### src/rtl/vga_fb_arbiter.sv
// Frame-buffer SRAM arbiter: one display read per 2-clock pixel in active
// video, every remaining slot handed to the writer via req/ack.
module vga_fb_arbiter #(
    parameter int H_PIXELS = 640,
    parameter int V_PIXELS = 480,
    parameter int ADDR_W   = 19,
    parameter int DATA_W   = 8
) (
    input  logic              CLOCK_50,
    input  logic              reset,
    input  logic              blank,
    input  logic [8:0]        row,
    input  logic [9:0]        col,
    input  logic              wr_req,
    input  logic [ADDR_W-1:0] wr_addr,
    input  logic [DATA_W-1:0] wr_data,
    output logic              wr_ack,
    output logic              wr_err,
    output logic [ADDR_W-1:0] mem_addr,
    output logic [DATA_W-1:0] mem_wdata,
    output logic              mem_we,
    input  logic [DATA_W-1:0] mem_rdata,
    output logic [DATA_W-1:0] pixel,
    output logic              pixel_valid
);

    localparam logic [ADDR_W-1:0] FB_SIZE = ADDR_W'(H_PIXELS * V_PIXELS);
    localparam logic [ADDR_W-1:0] STRIDE  = ADDR_W'(H_PIXELS);

    logic              p;
    logic [1:0]        pend;
    logic [1:0]        blank_d;
    logic [ADDR_W-1:0] disp_addr;
    logic              disp_slot;
    logic              wr_slot;
    logic              wr_ok;

    assign disp_addr = ADDR_W'(row) * STRIDE + ADDR_W'(col);
    assign disp_slot = !blank && !p;
    assign wr_slot   = wr_req && !wr_ack;
    assign wr_ok     = wr_addr < FB_SIZE;

    always_ff @(posedge CLOCK_50 or posedge reset) begin
        if (reset) begin
            p         <= 1'b0;
            pend      <= '0;
            blank_d   <= '0;
            mem_addr  <= '0;
            mem_wdata <= '0;
            mem_we    <= 1'b0;
            wr_ack    <= 1'b0;
            wr_err    <= 1'b0;
        end else begin
            p       <= blank ? 1'b0 : ~p;
            pend    <= {pend[0], disp_slot};
            blank_d <= {blank_d[0], blank};
            // Display read always wins; a pending write slips to the p=1 clock
            if (disp_slot) begin
                mem_addr <= disp_addr;
                mem_we   <= 1'b0;
                wr_ack   <= 1'b0;
            end else if (wr_slot) begin
                wr_ack <= 1'b1;
                if (wr_ok) begin
                    mem_addr  <= wr_addr;
                    mem_wdata <= wr_data;
                    mem_we    <= 1'b1;
                end else begin
                    mem_we <= 1'b0;
                    wr_err <= 1'b1;
                end
            end else begin
                mem_we <= 1'b0;
                wr_ack <= 1'b0;
            end
        end
    end

    // Blank delayed two clocks so the last fetched pixel still shows for its full period
    always_ff @(posedge CLOCK_50 or posedge reset) begin
        if (reset) begin
            pixel       <= '0;
            pixel_valid <= 1'b0;
        end else if (pend[1]) begin
            pixel       <= mem_rdata;
            pixel_valid <= 1'b1;
        end else if (blank_d == 2'b11) begin
            pixel       <= '0;
            pixel_valid <= 1'b0;
        end
    end

endmodule

### config.mk
export PLATFORM = sky130hd
export DESIGN_NAME = vga_fb_arbiter
export DESIGN_NICKNAME = d
export VERILOG_FILES = /design/src/rtl/vga_fb_arbiter.sv
export SDC_FILE = /design/constraint.sdc
export NUM_CORES = 1
export LEC_CHECK = 0
export BUFFER_PORTS_ARGS = -buffer_cell sky130_fd_sc_hd__buf_2
export CORE_MARGIN = 2
export CORE_UTILIZATION = 45
export DETAILED_ROUTE_END_ITERATION = 7
export GPL_TIMING_DRIVEN = 0
export PLACE_DENSITY_LB_ADDON = 0.15
export SLEW_MARGIN = 5
export SYNTH_ARGS = -nofsm -noshare
export SYNTH_HDL_FRONTEND = slang
export SYNTH_SLANG_ARGS = --single-unit
### constraint.sdc
create_clock -name CLOCK_50 -period 1.9 [get_ports CLOCK_50]
set_input_delay 0.19 -clock CLOCK_50 [delete_from_list [all_inputs] [get_ports CLOCK_50]]
set_output_delay 0.19 -clock CLOCK_50 [all_outputs]
set_load 0.005 [all_outputs]
== After elaboration in Yosys (flattened, before gate mapping) ==
Cells that the tools add are included.
Word-level totals
  bits in latches: 0
  bits in registers: 44
  RAM bits: 0
  bits of input ports: 58
  memories: 0
  bits in read-only memories: 0
  logic and storage cells: 41
Operators by class
  magnitude comparators: 1
  multiplexer cells: 13
  $mul: 1
  bitwise logic cells: 3
  shifts and indexed selects: 0
  equal/unequal tests: 1
  $add $sub $neg: 1
  reductions and logical operators: 11
  divide/modulo/power cells: 0
Operators with widths (count)
  $mux 19: 3
  $add 19x10->19: 1
  $lt 19x19->1 const B: 1
  $mux 8: 2
  $mul 9x3->12 const B: 1
  $mux 1: 8
  $reduce_and 3->1: 2
  $reduce_bool 2->1: 3
  $logic_not 1->1: 3
  $not 1->1: 3
  $eq 2x2->1 const B: 1
  $logic_and 1x1->1: 2
  $reduce_and 2->1: 1

== Logic depth before layout (Yosys ltp) ==
Gate-level depths: netlist (run 1).
  depth in word-level cells: 4
  gate-level depth with buffers: 9

== Least setup slack after synthesis (run 1) ==
OpenSTA, ideal clock, no wires.
  kind: input-to-reg
  start: input port row[1]
  end: register mem_addr[17]
  setup time: 0.137 ns
  path buffers: 0
  stages: 9
  arrival time: 2.296 ns
  path slack: -0.532 ns
  cells stage by stage: ha_1 -> ha_1 -> fa_1 -> a211oi_1 -> o21ai_0 -> a211o_1 -> nand4b_1 -> xnor2_1 -> a21oi_1
On the way
  longest elaborated chain between the ends: 3
Ends and longest elaborated chain
  start: declaration: line 12  | input logic [8:0] row,
  $mul 9x3->12: line 38  | assign disp_addr = ADDR_W'(row) * STRIDE + ADDR_W'(col);
  $add 19x10->19: line 38
  $mux 19: line 58  | if (disp_slot) begin
  end signal: assignment: line 59  | mem_addr <= disp_addr;
  end signal: assignment: line 65  | mem_addr <= wr_addr;
  end: declaration: line 19  | output logic [ADDR_W-1:0] mem_addr,
Every way passes these cells.
A chain may end at the register's enable or synchronous reset.

== Worst setup path in the final report (run 1) ==
  start: input port row[3]
  end: register mem_addr[17]
Same word-level chain as after synthesis.

==> results.cfg, run 1 <==
[outcome]
status = finished with violations
violations = negative setup slack

[sta]
rsz0062_at_grt = true
fin_ws_ns = -0.136
setup-tns-final_ns = -0.335
hold_viol = 0
final.min_clock_period_ns = 2.04
drv_slew = 0
tightest_slew_ns = 0.490
fmax_mhz = 491
setup_viol = 4
slew_headroom_pct = 67.3
clock_skew_ns = 0.00524
finalCritPeriodShare_pct = 107

[synthesis]
yosysSeqAreaShare_pct = 44.4
yosysWarnings = 0
ys_ff_latch = 43
netlist.top_cell.by_area = dfrtp_1
avgSynthCellArea_um2 = 10.5
synth_cells = 230
synth_area_leaders = dfrtp_1, ha_1, nand2_1
synth-main-ff-cell = dfrtp_1
synth_fp_nets = 307
synth_top_area_share_pct = 44.4
synth_edf_count = 0
async_flop_share_pct = 100
synth_area_mm2 = 0.00243
synth.distinct_cells = 46

[setup_path]
crit_fanout = 3
endpoint = mem_addr[17]
worstPathArrival_ns = 2.20
timing.rr.end = mem_addr[12]
required_ns = 2.06
regToRegStartpoint = pend[0]
r2r_slack_ns = 0.30
crit_type = input pin to register
ff2ff_path_depth = 7
start_kind = input pin
end_kind = register
crit_start = row[3]

[cells_and_area]
final_util_pct = 66.4
finish.instance_area_mm2 = 0.00341
areaGrowthSynthToFinish_pct = 40.7
nets = 422
drive_above_1_share_pct = 46.2
finalNonFillerCells = 416
n_antenna_cell = 0
num-fill-cells = 423

[cts]
worstSkewPairLatency_ns = 0.29
cts.path.max_buffers = 2
root_buffer = clkbuf_8
clk_pin_slew_ns = 0.08
cts_buffers = 5
cts_tree = done
htreeDepth = 2
cts_sinks = 43

[pwr]
p_per_area_mw_per_mm2 = 814
power_leakage_uw = 0.00168
ir_drop_mv = 0.457

[detailed_routing]
drtIter0Drc = 72
drc = 0
vias_per_cell = 5.01
ant_nets = 0
wl_per_cell_um = 13.2
vias = 2084
routed_wirelength_mm = 5.48
dr.pass1.iters = 4

[global_routing]
grt_first_pass_wirelength_mm = 9.03
grt_usage_pct = 19.0
gr-total-overflow = 0
grt_max_degree = 24
grt_pass1_vias = 1926
grt_antenna_before_repair = 0

[floorplanning]
dieHeight_um = 77.4
io_pins = 97
die_w_um = 77.4
rows = 26
dieArea_mm2 = 0.00599
initial_core_util_pct = 47.2
coreArea_mm2 = 0.00514

[run]
maxCapViolations = 0

[hold_path]
whs_path_depth = 1
hold_path.class = input pin to register

[place]
place_area_mm2 = 0.00310
dp_hpwl_mm = 4.23
port_buffers = 96
dpl.cell_count = 397
place.gp.congestion = 0.790
worst max-delay path, stage by stage:
cell and delay (ns):
buf_8 0.10, ha_4 0.24, ha_4 0.16, fa_2 0.37, a211oi_2 0.25, o21ai_1 0.13, a211o_1 0.33, nand4b_1 0.20
xnor2_1 0.15, a21oi_1 0.07
report_power, final:
group          switching, µW  internal (µW)  leakage (µW)
logic                    435            488       0.00110
registers               68.4           1060      0.000520
clock network            297            425     0.0000612
total                    801           1980       0.00168
routing by layer:
layer	global-route usage, %	share of wire (%)
met5	0	0
met4	6.96	1.6
met3	2.67	4.4
met2	32.3	50
met1	24.6	44
cell usage after synthesis (5+ instances only):
cell type / count
o21ai_0: 22
xor2_1: 5
a32oi_1: 7
mux2_2: 8
nor2_1: 10
mux2i_1: 5
ha_1: 17
a21o_1: 7
dfrtp_1: 43
nand2_1: 35
xnor2_1: 6
inv_1: 7
state kept, by name, indices dropped and copies added (netlist names):
signal	cells
wr_ack	1
mem_wdata	8
wr_err	1
blank_d	2
pixel_valid	1
mem_we	1
mem_addr	19
pixel	8
pend	2
metrics by stage:
stage          setup WS, ns  hold WS, ns  power [µW]
6_report             -0.136       0.0131        2780
5_1_grt              -0.257       0.0112        2950
4_1_cts              -0.184      0.00776        2760
3_5_place_dp         -0.536        0.241        1980
3_3_place_gp         -0.524        0.313        1960
2_1_floorplan        -0.215        0.221        1670
layout by cell type, fill, tap and decap left out, types with 3 or more instances in the layout:
| master | count |
|---|---|
| clkbuf_8 | 6 |
| o21ai_1 | 4 |
| xnor2_2 | 3 |
| a32oi_1 | 7 |
| a21oi_1 | 3 |
| ha_2 | 3 |
| ha_1 | 9 |
| buf_6 | 5 |
| dfrtp_1 | 43 |
| xor2_1 | 4 |
| inv_1 | 6 |
| nor2_1 | 9 |
| nor3_1 | 3 |
| clkbuf_1 | 4 |
| mux2_2 | 8 |
| a21o_1 | 7 |
| xnor2_1 | 3 |
| buf_2 | 94 |
| buf_4 | 9 |
| mux2i_1 | 5 |
| ha_4 | 5 |
| mux2_4 | 4 |
| nand3_1 | 3 |
| o21ai_0 | 21 |
| nand2_1 | 35 |
timing repair:
action,4_1_cts,5_1_grt
setup buffers,8,3
endpoints found under the hold margin,20,0
hold buffers,1,0
pin swaps,11,8
endpoints found under the setup margin,3,7
resized for setup,9,12
cells by family (layout without fill, tap and decap cells):
| family | count (synthesis) | in the layout | synth area share, % |
|---|---|---|---|
| buf+inv | 15 | 131 | 3.09 |
| simple gates | 67 | 67 | 13.8 |
| xor+xnor | 11 | 11 | 3.97 |
| mux | 17 | 17 | 8.25 |
| compound gates | 58 | 58 | 16.1 |
| flops | 43 | 43 | 44.4 |
| fa+ha+maj | 19 | 19 | 10.4 |
worst min-delay path by stage:
stage | startpoint | slack (ns) | endpoint
3_3_place_gp | blank | 0.31 | blank_d[0]
3_5_place_dp | reset | 0.24 | pixel[3]
6_report | blank | 0.01 | blank_d[0]
5_1_grt | blank | 0.01 | blank_d[0]
2_1_floorplan | blank | 0.22 | blank_d[0]
4_1_cts | blank | 0.008 | blank_d[0]
final cells by class:
type | instances | area (µm²) | share of cell area [%]
Clock buffer | 6 | 82.6 | 2.42
Inverter | 7 | 26.3 | 0.770
Sequential cell | 43 | 1080 | 31.5
Timing Repair Buffer | 108 | 617 | 18.1
Clock inverter | 2 | 35.0 | 1.03
Buffer | 8 | 48.8 | 1.43
Multi-Input combinational cell | 172 | 1440 | 42.2
Tap cell | 70 | 87.6 | 2.57
(Power assumes the default switching activity.)
==> run 2, diff against run 1 <==
--- a/config.mk
+++ b/config.mk
@@ -7,10 +7,10 @@
 export LEC_CHECK = 0
 export BUFFER_PORTS_ARGS = -buffer_cell sky130_fd_sc_hd__buf_2
 export CORE_MARGIN = 2
-export CORE_UTILIZATION = 45
+export CORE_UTILIZATION = 44
 export DETAILED_ROUTE_END_ITERATION = 7
 export GPL_TIMING_DRIVEN = 0
-export PLACE_DENSITY_LB_ADDON = 0.15
+export PLACE_DENSITY = 0.79
 export SLEW_MARGIN = 5
 export SYNTH_ARGS = -nofsm -noshare
 export SYNTH_HDL_FRONTEND = slang
==> constraint.sdc (replaced) <==
create_clock -name CLOCK_50 -period 1.7 [get_ports CLOCK_50]
set_input_delay 0.17 -clock CLOCK_50 [delete_from_list [all_inputs] [get_ports CLOCK_50]]
set_output_delay 0.17 -clock CLOCK_50 [all_outputs]
set_load 0.005 [all_outputs]
==> run 2 against run 1 <==
Compared with the run above:
- the flow still finishes with violations (negative setup slack)
- sequential share of layout area increased by 0.34 points
- non-clock buffer count decreased by 1
- worst setup slack got worse by 0.24 ns
- utilization decreased by 3.9 points
- clock skew about the same
- via count increased by 3.0%
- critical path type unchanged
==> results.cfg, run 2 (synthesized netlist as in run 1, its figures left out) <==
[outcome]
status = finished with violations
violations = negative setup slack

[setup_path]
crit_type = input pin to register
required_ns = 1.86
end_kind = register
ff2ff_path_depth = 5
start_kind = input pin
worst-path-stages = 10
crit_top_cell = ha_4
worstPathArrival_ns = 2.24
path_cells = buf_8 > ha_4 > ha_4 > fa_2 > a211oi_4 > o21ai_1 > a211o_1 > nand4b_1 > xnor2_1 > a21oi_1
slowest_stage = fa_2
max_stage_delay_ns = 0.37
cp_num_buf_inv = 1
critical_path.top_delay_family = compound AO/OA/AOI/OAI gates
crit_fanout = 3

[cts]
htreeDepth = 2
clk_pin_slew_ns = 0.08
cts_tree = done
root_buffer = clkbuf_8
cts.path.max_buffers = 2
cts_buffers = 5
cts_sinks = 43
worstSkewPairLatency_ns = 0.29

[place]
port_buffers = 96
dp_hpwl_mm = 4.48
place.gp.congestion = 0.824

[global_routing]
met3_usage_pct = 3.45
grt_pass1_vias = 2111
gr-total-overflow = 0
grt_usage_pct = 19.9
grt_use_met2_pct = 35.1
met1_usage_pct = 24.2
grt_max_degree = 44
top_usage_layer = met2
grt_first_pass_wirelength_mm = 9.67
grt_antenna_before_repair = 0

[pwr]
p_clk_share_pct = 21.0
comb_power_share_pct = 35.7
cellInternalPower_uw = 2030
power_leakage_uw = 0.00165
p_per_area_mw_per_mm2 = 873
switchingPower_uw = 914
pwr-share-seq_pct = 43.3
p_total_uw = 2950
p_sw_share_pct = 31.0
ir_drop_mv = 0.435

[run]
maxCapViolations = 0

[sta]
fmax_mhz = 483
fin_ws_ns = -0.372
slew_headroom_pct = 42.4
hold_viol = 0
finalCritPeriodShare_pct = 122
tightest_slew_ns = 0.862
clock_skew_ns = 0.00506
setup_viol = 6
rsz0062_at_grt = true
drv_slew = 0
final.min_clock_period_ns = 2.07

[detailed_routing]
ant_nets = 0
drc = 0
dr.pass1.iters = 4
wl_per_cell_um = 14.0
vias = 2146
vias_per_cell = 5.15
routed_wirelength_mm = 5.84
drtIter0Drc = 51

[cells_and_area]
regMostFlops = mem_addr
layout_commonest_cell = buf_2
num-fill-cells = 460
ff_latch_area_mm2 = 0.00108
drive_above_1_share_pct = 47.0
largest_reg_flops = 19
top_regs = mem_addr (19), mem_wdata (8), pixel (8)
multi_input_area_mm2 = 0.00145
areaGrowthSynthToFinish_pct = 39.2
final_util_pct = 62.5
most-common-layout-cells = buf_2, dfrtp_1, nand2_1, o21ai_0, ha_1
n_antenna_cell = 0
nets = 421

[floorplanning]
rows = 27
initial_core_util_pct = 44.9
die_w_um = 78.3
dieArea_mm2 = 0.00612
dieHeight_um = 78.3
coreArea_mm2 = 0.00541
io_pins = 97

[hold_path]
hold_path.class = input pin to async pin
-- run 2: cell count changes in the layout (fill, tap and decap cells not counted), moves of 2 or more --
cell	previous run	this run
clkbuf_2	0	2
nor2_2	0	2
o21ai_0	21	19
o21ai_1	4	6
-- run 2: per-stage QoR --
step	setup TNS (ns)	instance area [µm²]	instances	worst slack [ns]	hold slack, ns
finish	-1.30	3380	417	-0.372	0.0478
global route	-1.77	3380	417	-0.421	0.0683
CTS	-1.24	3300	415	-0.365	0.0602
detailed placement	-4.23	3070	398	-0.732	0.296
global placement	-3.74	3070	398	-0.715	0.294
floorplan	-1.33	2500	230	-0.395	0.201
-- run 2: final timing paths --
check / start / endpoint / slack (ns)
worst min-delay path: reset / pixel[6] / 0.05
worst min register to register: pend[0] / pend[1] / 0.37
min in group CLOCK_50: col[1] / mem_addr[1] / 0.06
max in group asynchronous: reset / mem_addr[10] / 1.11
worst max-delay path: row[3] / mem_addr[17] / -0.37
worst max register to register: wr_ack / mem_wdata[1] / 0.14
-- run 2: layout make-up --
type / count / area share [%]
buffer: 8 / 1.52
tap: 72 / 2.67
multi-input combinational: 172 / 42.9
clock buffer: 6 / 2.15
clock inverter: 2 / 0.370
timing repair buffer: 107 / 17.8
sequential: 43 / 31.9
inverter: 7 / 0.778
-- run 2: routing by layer --
| layer | vias to the layer above | wire length [µm] | part of all wire, % |
|---|---|---|---|
| li1 | 1048 | - | - |
| met4 | 0 | 111 | 1.9 |
| met2 | 80 | 3060 | 52 |
| met1 | 1008 | 2350 | 40 |
| met5 | - | 0 | 0 |
| met3 | 10 | 308 | 5.3 |
-- run 2: power groups by stage --
stage / Combinational, µW / Clock, µW / Sequential [µW]
CTS: 1010 / 639 / 1280
finish: 1050 / 619 / 1280
detailed placement: 925 / 0 / 1300
global placement: 901 / 0 / 1290
floorplan: 558 / 0 / 1310
global route: 1160 / 681 / 1300
-- run 2: what timing repair did --
| action | CTS | global route |
|---|---|---|
| hold endpoints to repair | 1 | 0 |
| resized for setup | 16 | 13 |
| pin swaps | 7 | 6 |
| endpoints found under the setup margin | 8 | 21 |
| buffers inserted | 8 | 2 |
| hold buffers | 1 | 0 |
==> run 3, diff against run 2 <==
--- a/config.mk
+++ b/config.mk
@@ -5,8 +5,8 @@
 export SDC_FILE = /design/constraint.sdc
 export NUM_CORES = 1
 export LEC_CHECK = 0
-export BUFFER_PORTS_ARGS = -buffer_cell sky130_fd_sc_hd__buf_2
-export CORE_MARGIN = 2
+export BUFFER_PORTS_ARGS = -buffer_cell sky130_fd_sc_hd__buf_4
+export CORE_MARGIN = 3
 export CORE_UTILIZATION = 44
 export DETAILED_ROUTE_END_ITERATION = 7
 export GPL_TIMING_DRIVEN = 0
==> run 3 against run 2 <==
Compared with the run above:
- the run still ends with negative setup slack left
- clock-buffer cell count did not move
- largest cell class unchanged
- via count rose by 1.5%
- register-to-register slack worse by 0.09 ns
- wire length up 11%
- clock skew is essentially flat
- cell count unchanged
- sequential cell count did not move
- global-route usage rose by 0.59 points
- largest power group unchanged
- sequential power about the same
- sequential share of layout area down 2.6 points
==> results.cfg, run 3 (synthesized netlist as in run 1, its figures left out) <==
[outcome]
status = finished with violations
violations = negative setup slack

[sta]
finalCritPeriodShare_pct = 118
tightest_slew_ns = 0.516
whs_ns = 0.0565
hold_viol = 0
final.min_clock_period_ns = 2.01
drv_slew = 0
setup_viol = 5
fin_ws_ns = -0.307
slew_headroom_pct = 65.6
clock_skew_ns = 0.00512
fmax_mhz = 498
rsz0062_at_grt = true

[floorplanning]
io_pins = 97
die_w_um = 80.3
dieArea_mm2 = 0.00644
initial_core_util_pct = 46.6
coreArea_mm2 = 0.00520
rows = 26
dieHeight_um = 80.3

[pwr]
power_leakage_uw = 0.00176
p_per_area_mw_per_mm2 = 931
ir_drop_mv = 0.478

[hold_path]
hold_path.class = input pin to register

[detailed_routing]
ant_nets = 0
dr.pass1.iters = 4
drc = 0
routed_wirelength_mm = 6.47
wl_per_cell_um = 15.5
drtIter0Drc = 73
vias = 2179
vias_per_cell = 5.23

[cells_and_area]
nets = 423
drive_above_1_share_pct = 46.4
largest_reg_flops = 19
regMostFlops = mem_addr
finalNonFillerCells = 417
layout_commonest_cell = buf_4
top_regs = mem_addr (19), mem_wdata (8), pixel (8)
areaGrowthSynthToFinish_pct = 51.9
most-common-layout-cells = buf_4, dfrtp_1, nand2_1, o21ai_0
n_antenna_cell = 0

[place]
place.gp.congestion = 0.818
dpl.cell_count = 397
port_buffers = 96
dp_hpwl_mm = 4.78

[setup_path]
crit_type = input pin to register
crit_fanout = 3
start_kind = input pin
worstPathArrival_ns = 2.25
required_ns = 1.94
end_kind = register

[cts]
worstSkewPairLatency_ns = 0.30
clk_pin_slew_ns = 0.08
root_buffer = clkbuf_8
cts_tree = done
cts.path.max_buffers = 2
cts_buffers = 5
htreeDepth = 2
cts_sinks = 43

[global_routing]
grt_first_pass_wirelength_mm = 10.2
grt_max_degree = 26
grt_pass1_vias = 2128
gr-total-overflow = 0
grt_antenna_before_repair = 0
grt_usage_pct = 20.5

[run]
maxCapViolations = 0
run 3: changes by cell type in the layout (fill, tap and decap cells not counted), moves of 2 or more:
cell       delta
clkbuf_2      -2
buf_1         +2
buf_2        -94
buf_4        +93
bufinv_16     +2
run 3: final timing paths:
check / start / end / slack [ns] / depth (start not counted)
setup / recovery: row[3] / mem_addr[18] / -0.31 / 11
hold / removal: col[5] / mem_addr[5] / 0.06 / 3
setup reg to reg: pend[0] / mem_addr[18] / 0.05 / 5
hold reg to reg: pend[0] / pend[1] / 0.37 / 0
max in group asynchronous: reset / mem_addr[1] / 0.82 / 4
min in group asynchronous: reset / pend[1] / 0.42 / 3
run 3: where the power goes:
part           switching [µW]  internal (µW)
sequential               91.3           1190
combinational             525            684
clock                     355            587
total                     971           2460
run 3: stage by stage:
stage / cell area (µm²) / TNS, ns / total power, µW / setup slack [ns] / util, %
2_1_floorplan: 2500 / -1.33 / 1860 / -0.395 / -
3_3_place_gp: 3310 / -5.68 / 2330 / -0.706 / 63.6
3_5_place_dp: 3330 / -4.38 / 2360 / -0.721 / 64.0
4_1_cts: 3590 / -1.11 / 3370 / -0.346 / 69.0
5_1_grt: 3680 / -1.70 / 3620 / -0.391 / 70.8
6_report: 3680 / -1.17 / 3430 / -0.307 / 70.8
run 3: timing repair:
item,4_1_cts,5_1_grt
setup buffers,7,3
hold buffers,2,0
pin swaps,9,11
gates cloned,0,0
endpoints found under the setup margin,20,11
gates resized for setup,12,14
endpoints found under the hold margin,19,0
run 3: layer usage:
metal  vias to the layer above  wire [µm]  GRT usage [%]
met5                         -          0              0
met4                         0         82           7.43
met3                         7        362           4.48
met2                        68       3480           37.3
met1                      1048       2540           23.3
li1                       1056          -              -
run 3: final cells by class:
cell class | count | area (µm²)
plain buffers | 8 | 48.8
clock buffers | 6 | 72.6
clock inverters | 2 | 60.1
fillers | 415 | 1520
inverters | 7 | 26.3
multi-input cells | 172 | 1440
flip-flops and latches | 43 | 1080
well taps | 70 | 87.6
repair buffers | 109 | 871
run 3: worst max-delay path, cell delays in order:
cell	delay, ns
buf_8	0.10
ha_4	0.23
ha_4	0.16
fa_2	0.37
buf_6	0.14
xor2_4	0.15
nand3_4	0.11
nor4_4	0.20
nand3_2	0.16
o311a_1	0.34
a21oi_2	0.10
